File: src/rtl/mem_port_arbiter.sv
// Single memory port shared by icache (read-only) and dcache (read/write).
// One line transaction at a time, split into BEATS beats of BEAT_W bits.
module mem_port_arbiter #(
  parameter int unsigned LINE_W = 256,
  parameter int unsigned BEAT_W = 64,
  parameter int unsigned ADDR_W = 32
) (
  input  logic              clk,
  input  logic              rst_n,
  input  logic              i_read,
  input  logic [ADDR_W-1:0] i_address,
  output logic [LINE_W-1:0] i_rdata,
  output logic              i_resp,
  input  logic              d_read,
  input  logic              d_write,
  input  logic [ADDR_W-1:0] d_address,
  input  logic [LINE_W-1:0] d_wdata,
  output logic [LINE_W-1:0] d_rdata,
  output logic              d_resp,
  output logic              mem_read,
  output logic              mem_write,
  output logic [ADDR_W-1:0] mem_address,
  output logic [BEAT_W-1:0] mem_wdata,
  input  logic [BEAT_W-1:0] mem_rdata,
  input  logic              mem_resp
);

  localparam int unsigned BEATS = LINE_W / BEAT_W;
  localparam int unsigned CNT_W = (BEATS > 1) ? $clog2(BEATS) : 1;
  localparam logic [ADDR_W-1:0] OFF_MASK = ADDR_W'(LINE_W / 8 - 1);
  localparam logic [CNT_W-1:0]  LAST_CNT = CNT_W'(BEATS - 1);

  typedef enum logic [1:0] {IDLE, RD_BURST, WR_BURST, DONE} state_e;
  typedef enum logic {OWN_I, OWN_D} owner_e;

  state_e            state_q, state_d;
  owner_e            owner_q, owner_d;
  owner_e            last_q, last_d;
  owner_e            grant;
  logic [CNT_W-1:0]  cnt_q, cnt_d;
  logic [ADDR_W-1:0] addr_q, addr_d;
  logic [LINE_W-1:0] wbuf_q, wbuf_d;
  logic [LINE_W-1:0] buf_q, buf_d;
  logic [LINE_W-1:0] i_line_q, i_line_d;
  logic [LINE_W-1:0] d_line_q, d_line_d;
  logic              d_req;

  assign d_req = d_read | d_write;

  always_ff @(posedge clk or negedge rst_n) begin
    if (!rst_n) begin
      state_q  <= IDLE;
      owner_q  <= OWN_I;
      last_q   <= OWN_I;
      cnt_q    <= '0;
      addr_q   <= '0;
      wbuf_q   <= '0;
      buf_q    <= '0;
      i_line_q <= '0;
      d_line_q <= '0;
    end else begin
      state_q  <= state_d;
      owner_q  <= owner_d;
      last_q   <= last_d;
      cnt_q    <= cnt_d;
      addr_q   <= addr_d;
      wbuf_q   <= wbuf_d;
      buf_q    <= buf_d;
      i_line_q <= i_line_d;
      d_line_q <= d_line_d;
    end
  end

  always_comb begin
    state_d  = state_q;
    owner_d  = owner_q;
    last_d   = last_q;
    cnt_d    = cnt_q;
    addr_d   = addr_q;
    wbuf_d   = wbuf_q;
    buf_d    = buf_q;
    i_line_d = i_line_q;
    d_line_d = d_line_q;
    grant    = OWN_I;

    mem_read    = 1'b0;
    mem_write   = 1'b0;
    mem_address = '0;
    mem_wdata   = '0;
    i_resp      = 1'b0;
    d_resp      = 1'b0;
    i_rdata     = i_line_q;
    d_rdata     = d_line_q;

    unique case (state_q)
      IDLE: begin
        if (i_read || d_req) begin
          // Tie goes to whoever was not granted last; d_read+d_write counts as a write.
          grant   = (d_req && (!i_read || last_q == OWN_I)) ? OWN_D : OWN_I;
          owner_d = grant;
          last_d  = grant;
          cnt_d   = '0;
          wbuf_d  = d_wdata;
          addr_d  = ((grant == OWN_D) ? d_address : i_address) & ~OFF_MASK;
          state_d = (grant == OWN_D && d_write) ? WR_BURST : RD_BURST;
        end
      end
      RD_BURST: begin
        mem_read    = 1'b1;
        mem_address = addr_q;
        if (mem_resp) begin
          for (int unsigned b = 0; b < BEATS; b++) begin
            if (cnt_q == CNT_W'(b)) buf_d[b*BEAT_W +: BEAT_W] = mem_rdata;
          end
          cnt_d = cnt_q + CNT_W'(1);
          if (cnt_q == LAST_CNT) state_d = DONE;
        end
      end
      WR_BURST: begin
        mem_write   = 1'b1;
        mem_address = addr_q;
        for (int unsigned b = 0; b < BEATS; b++) begin
          if (cnt_q == CNT_W'(b)) mem_wdata = wbuf_q[b*BEAT_W +: BEAT_W];
        end
        if (mem_resp) begin
          cnt_d = cnt_q + CNT_W'(1);
          if (cnt_q == LAST_CNT) state_d = DONE;
        end
      end
      DONE: begin
        state_d = IDLE;
        // Owner sees buf directly this cycle; the hold register takes it for later cycles.
        if (owner_q == OWN_I) begin
          i_resp   = 1'b1;
          i_rdata  = buf_q;
          i_line_d = buf_q;
        end else begin
          d_resp   = 1'b1;
          d_rdata  = buf_q;
          d_line_d = buf_q;
        end
      end
      default: state_d = IDLE;
    endcase
  end

endmodule
File: config.mk
export PLATFORM = sky130hd
export DESIGN_NAME = mem_port_arbiter
export DESIGN_NICKNAME = d
export VERILOG_FILES = /design/src/rtl/mem_port_arbiter.sv
export SDC_FILE = /design/constraint.sdc
export NUM_CORES = 2
export LEC_CHECK = 0
export CAP_MARGIN = 25
export CORE_AREA = 2 2 384 386
export CTS_BUF_LIST = sky130_fd_sc_hd__clkbuf_8
export CTS_CLUSTER_SIZE = 24
export DETAILED_ROUTE_END_ITERATION = 8
export DIE_AREA = 0 0 386 388
export GPL_TIMING_DRIVEN = 0
export SLEW_MARGIN = 20
export SYNTH_ARGS = -nofsm -noshare
export SYNTH_HDL_FRONTEND = slang
export SYNTH_SLANG_ARGS = --single-unit
File: constraint.sdc
create_clock -name clk -period 3.3 [get_ports clk]
set_input_delay 0.66 -clock clk [delete_from_list [all_inputs] [get_ports clk]]
set_output_delay 0.66 -clock clk [all_outputs]
set_load 0.01 [all_outputs]
Word-level counts from Yosys, hierarchy flattened. Index checks and enable logic that the tools add are counted. W data, S select, Z words.

Equality and inequality tests: 9. Muxes and demuxes: 26. Bitwise logic cells: 2. Reductions and logical operators: 16. $add $sub $neg: 1.

Operators by type and width (count): $mux W256 (4); $mux W64 (5); $mux W32 (2); $reduce_and A3 Y1 (6); $mux W2 (6); $eq A2 B2 Y1 const B (4); $mux W1 (7); $pmux W2 S3 (1); $eq A2 B1 Y1 const B (2); $logic_not A2 Y1 (2); $ne A2 B1 Y1 const B (2); $pmux W2 S2 (1); $add A2 B1 Y2 const B (1); $logic_and A1 B1 Y1 (2); $logic_or A1 B1 Y1 (2); $ne A2 B2 Y1 const B (1); $reduce_and A2 Y1 (1); $reduce_bool A2 Y1 (1); $reduce_or A2 Y1 (1); $logic_not A1 Y1 (1); $not A1 Y1 (1); $or A1 B1 Y1 (1).

Bits of input ports: 390. Register bits after elaboration: 1056.

Logic depth before layout (Yosys ltp).
Depth after elaboration: 8. Gate-level depth with buffers: 8. Mapped depth without buffers: 5.

Worst setup path before layout. No wires, ideal clock.

Path kind: reg-to-output. Start point: reg cnt_q[0]. End point: out mem_wdata[47]. Data arrival time: 1.760 ns. Path slack: 0.880 ns. Stages on the path, launching flop included: 8. Required time: 2.640 ns. Path through: dfrtp_1 inv_1 ha_1 buf_2 clkbuf_1 a21oi_1 a221o_1 a21boi_0.

Cells in the longest elaborated chain, start to end: 6.

RTL lines: start: declaration (line 40) `logic [CNT_W-1:0] cnt_q, cnt_d;`; start signal: assignment (line 65) `cnt_q <= cnt_d;`; $logic_not A2 Y1 (line 123) `if (cnt_q == CNT_W'(b)) mem_wdata = wbuf_q[b*BEAT_W +: BEAT_W];`; $mux W64 (3 in series) (line 123); $mux W64 * (line 123); $mux W64 * (line 95) `unique case (state_q)`; end: declaration (line 23) `output logic [BEAT_W-1:0] mem_wdata,`.

Mark *: on every way between the ends. The rest lies on a longest branch, timed or not.

Worst setup path in the final report.
Start point: reg cnt_q[1]. End point: out mem_wdata[34].

Same word-level chain as after synthesis.

==> results by group <==
Outcome
  • Status: finished, violations left
  • Failing checks: setup timing

STA
  • Worst setup margin: -0.206 ns
  • RSZ-0062 raised after global routing: true
  • Max Transition Viols Final: 0
  • Total negative slack: -13.85 ns
  • Fin Hold WS: 0.195 ns
  • Min Tclk post-route: 3.51 ns
  • Final cycle utilization of the critical path: 106%
  • Slew @ Worst Pin: 0.890 ns
  • Hold Fails Final Rpt: 0
  • Setup violators final: 195
  • Relative slew slack: 40.6%
  • Fmax: 0.285 GHz
  • Clock skew: 0.0479 ns

Critical path
  • Crit Path Category: reg2out
  • Cell Chain, Critical Path: inv_2 -> ha_4 -> clkbuf_16 -> clkbuf_16 -> nand3b_1 -> a221o_1 -> a21boi_4 -> buf_6
  • Flop-to-flop setup slack: 0.49 ns
  • CP max stage cell: dfrtp_1
  • CP dominant cell by count: clkbuf_16
  • R2R Path Start: cnt_q[1]
  • Startpoint types: flip-flop
  • Critical path launch point: cnt_q[1]
  • Worst setup path endpoint: mem_wdata[34]
  • R2r endpoint: buf_q[109]
  • Setup crit end kind: primary output
  • Crit-path max FO: 7
  • WP data required: between 2 and 3 ns
  • Worst Path Arrival: between 2 and 3 ns
  • Largest stage delay, worst path: between 0.4 and 0.5 ns
  • Worst reg-to-reg path cell count: 8

Logic synthesis
  • Top post-synthesis cells by count: dfrtp_1 (1,056), nand2_1 (864), mux2_2 (770)
  • Synth area leader: dfrtp_1
  • Yosys cell types: 32
  • Async SR Flop Fraction: 100%
  • Synth Register Bits: between 1,000 and 1,500
  • Synth area leaders: dfrtp_1 (62%), mux2_2 (20%), nand2_1 (7.6%), a221o_1 (1.5%), buf_2 (1.2%)
  • Seq/Total Area, Yosys: 62.3%
  • Cell Area, Synth: 42,400 um^2
  • Commonest register cell after synthesis: dfrtp_1
  • Count leader, synth: dfrtp_1
  • Top cell type's share of synthesized area: 62.3%
  • Post-synth EDFFs: 0
  • YS warnings: 0
  • Post-Syn Area per Cell: 12.7 um^2
  • Post-Syn Instances: 3,337

Worst hold path
  • Hold WC Path Type: in2reg
  • Worst Hold Path Cells: 2

Flow run
  • Max Cap Violations: 0

Route
  • 1st-iter DRT viols: ~1,500
  • WL per Instance: 25.8 um
  • Post-route ant nets: 0
  • WL final: 175 mm
  • DR pass1 iterations: 5
  • Vias: 31,714
  • # DRC: 0
  • Vias/cell: 4.67

Finish
  • Synth-to-Final Area Change: 49.6%
  • Net count, final: 5,131
  • Post-route cell area: 63,500 um^2
  • # fillers: 13,533
  • Share of layout cells above drive strength 1: 39.9%

Global routing
  • Total gr overflow: 0
  • Total GRT Usage: 21.9%
  • Vias in the first global route: 32,338
  • Maximum number of pins on one net before global-route repair: 147
  • First-pass GRT wire length: 236 mm
  • Initial antenna violation count: 28

Clock network
  • TritonCTS clock tree: yes
  • H-tree levels: 4
  • Total CTS buffers: 188
  • Sink Count: 1,056
  • Root buf cell: clkbuf_8
  • CTS Buffer Depth: 3
  • Clock slew at reported path FFs: 0.05 ns
  • Clk_lat worst skew: approximately 0.9 ns

Pwr
  • PD cells: 1100 nW/um^2
  • Leak Pwr: 32.7 nW
  • Maximum vdd drop: 0.000445 V

Floorplan
  • Placement Rows: 140
  • Die Wd: 386 um
  • Core area: between 100,000 and 150,000 um^2
  • Full die area: 150,000 um^2
  • Starting Density: a little under 30%
  • Ports: about 1,000
  • Die Ht: 388 um

Place
  • Pre-CTS WS: -0.749 ns
  • PortBufs: 985
  • Final Wtd Congestion: 0.925
  • Dpl hpwl: approximately 120 mm
  • Placed instance area: 55,000 um^2
==> registers in the layout (all words and copies together), names as in the netlist <==
register,flops
state_q,2
wbuf_q,256
i_line_q,256
d_line_q,256
cnt_q,2
buf_q,256
addr_q,27
last_q,1
==> repair_timing <==
action,4_1_cts,5_1_grt
setup endpoints to repair,605,870
pin swaps,22,82
gates cloned,8,31
buffers inserted,17,154
hold endpoints to repair,80,0
resized for setup,1095,1478
hold buffers,3,0
==> area by class of cell <==
type / count / area (um^2) / area share (%)
antenna: 8 / 20.0 / 0.0316
multi-input combinational: 2004 / 15600 / 24.6
clock buffer: 222 / 3060 / 4.82
timing repair buffer: 1207 / 12400 / 19.5
tap: 1917 / 2400 / 3.78
clock inverter: 98 / 692 / 1.09
sequential: 1056 / 26400 / 41.7
buffer: 206 / 2540 / 4.00
inverter: 70 / 278 / 0.438
==> critical path, delay by kind of cell (launching register included) <==
family | cells | cell delay (ns)
adders and majority gates | 1 | 0.21
buffers and inverters | 4 | 0.60
and+or+nand+nor | 1 | 0.15
AOI/OAI and AO/OA | 2 | 0.63
DFF | 1 | 0.41
==> metal layers <==
metal / track usage (%) / routed length, um / part of all wire [%] / vias to the layer above
li1: - / - / - / 14083
met1: 24.3 / 65400 / 37 / 16237
met2: 37.9 / 88300 / 50 / 1052
met3: 8.71 / 15400 / 8.8 / 302
met4: 7.18 / 5940 / 3.4 / 40
met5: 0 / 259 / 0.15 / -
==> metrics by stage <==
stage	std cells	utilization (%)	power, W
finish	6788	43.7	0.0700
global route	6782	43.7	0.0736
CTS	6600	41.4	0.0672
detailed placement	6253	37.9	0.0535
global placement	6243	37.7	0.0532
floorplan	3341	-	0.0362
==> worst min path at each step <==
stage / slack [ns] / end / from
floorplan: 0.36 / addr_q[10] / rst_n
global placement: 0.45 / i_line_q[72] / i_line_q[72]
detailed placement: 0.46 / i_line_q[179] / i_line_q[179]
CTS: 0.08 / cnt_q[1] / mem_resp
global route: 0.14 / cnt_q[1] / mem_resp
finish: 0.20 / cnt_q[1] / mem_resp
==> cells in the final DEF (no fill, tap or decap), types with 22 or more instances in the layout <==
master           instances
mux2_2                 683
dlygate4sd2_1           22
a21boi_2                36
buf_4                  186
o21ai_0                 29
dfrtp_1               1052
dlymetal6s2s_1         220
a21oi_2                 38
a221o_1                 64
a21oi_1                 23
buf_8                   36
and2_1                  27
inv_1                  130
clkbuf_2               120
clkbuf_16               39
mux2_4                  87
clkdlybuf4s50_1        401
nand2_2                 40
nand3b_1                65
mux2i_1                 28
nand2_1                819
clkbuf_8               229
buf_2                  116
buf_6                  165
buf_12                  70
a21boi_1                22
==> where the power goes <==
| group | total (W) | switching (W) | internal [W] |
|---|---|---|---|
| sequential | 0.0223 | 0.00317 | 0.0191 |
| clock | 0.0124 | 0.00574 | 0.00665 |
| combinational | 0.0354 | 0.0175 | 0.0178 |
==> cell families after synthesis <==
group	share of synthesized area, %
multiplexers	21.1
flip-flops	62.3
other	0.00884
buffers and inverters	3.09
adder cells (fa/ha/maj)	0.236
AO/OA/AOI/OAI	3.89
AND/OR/NAND/NOR	9.35
(Power assumes the default switching activity.)
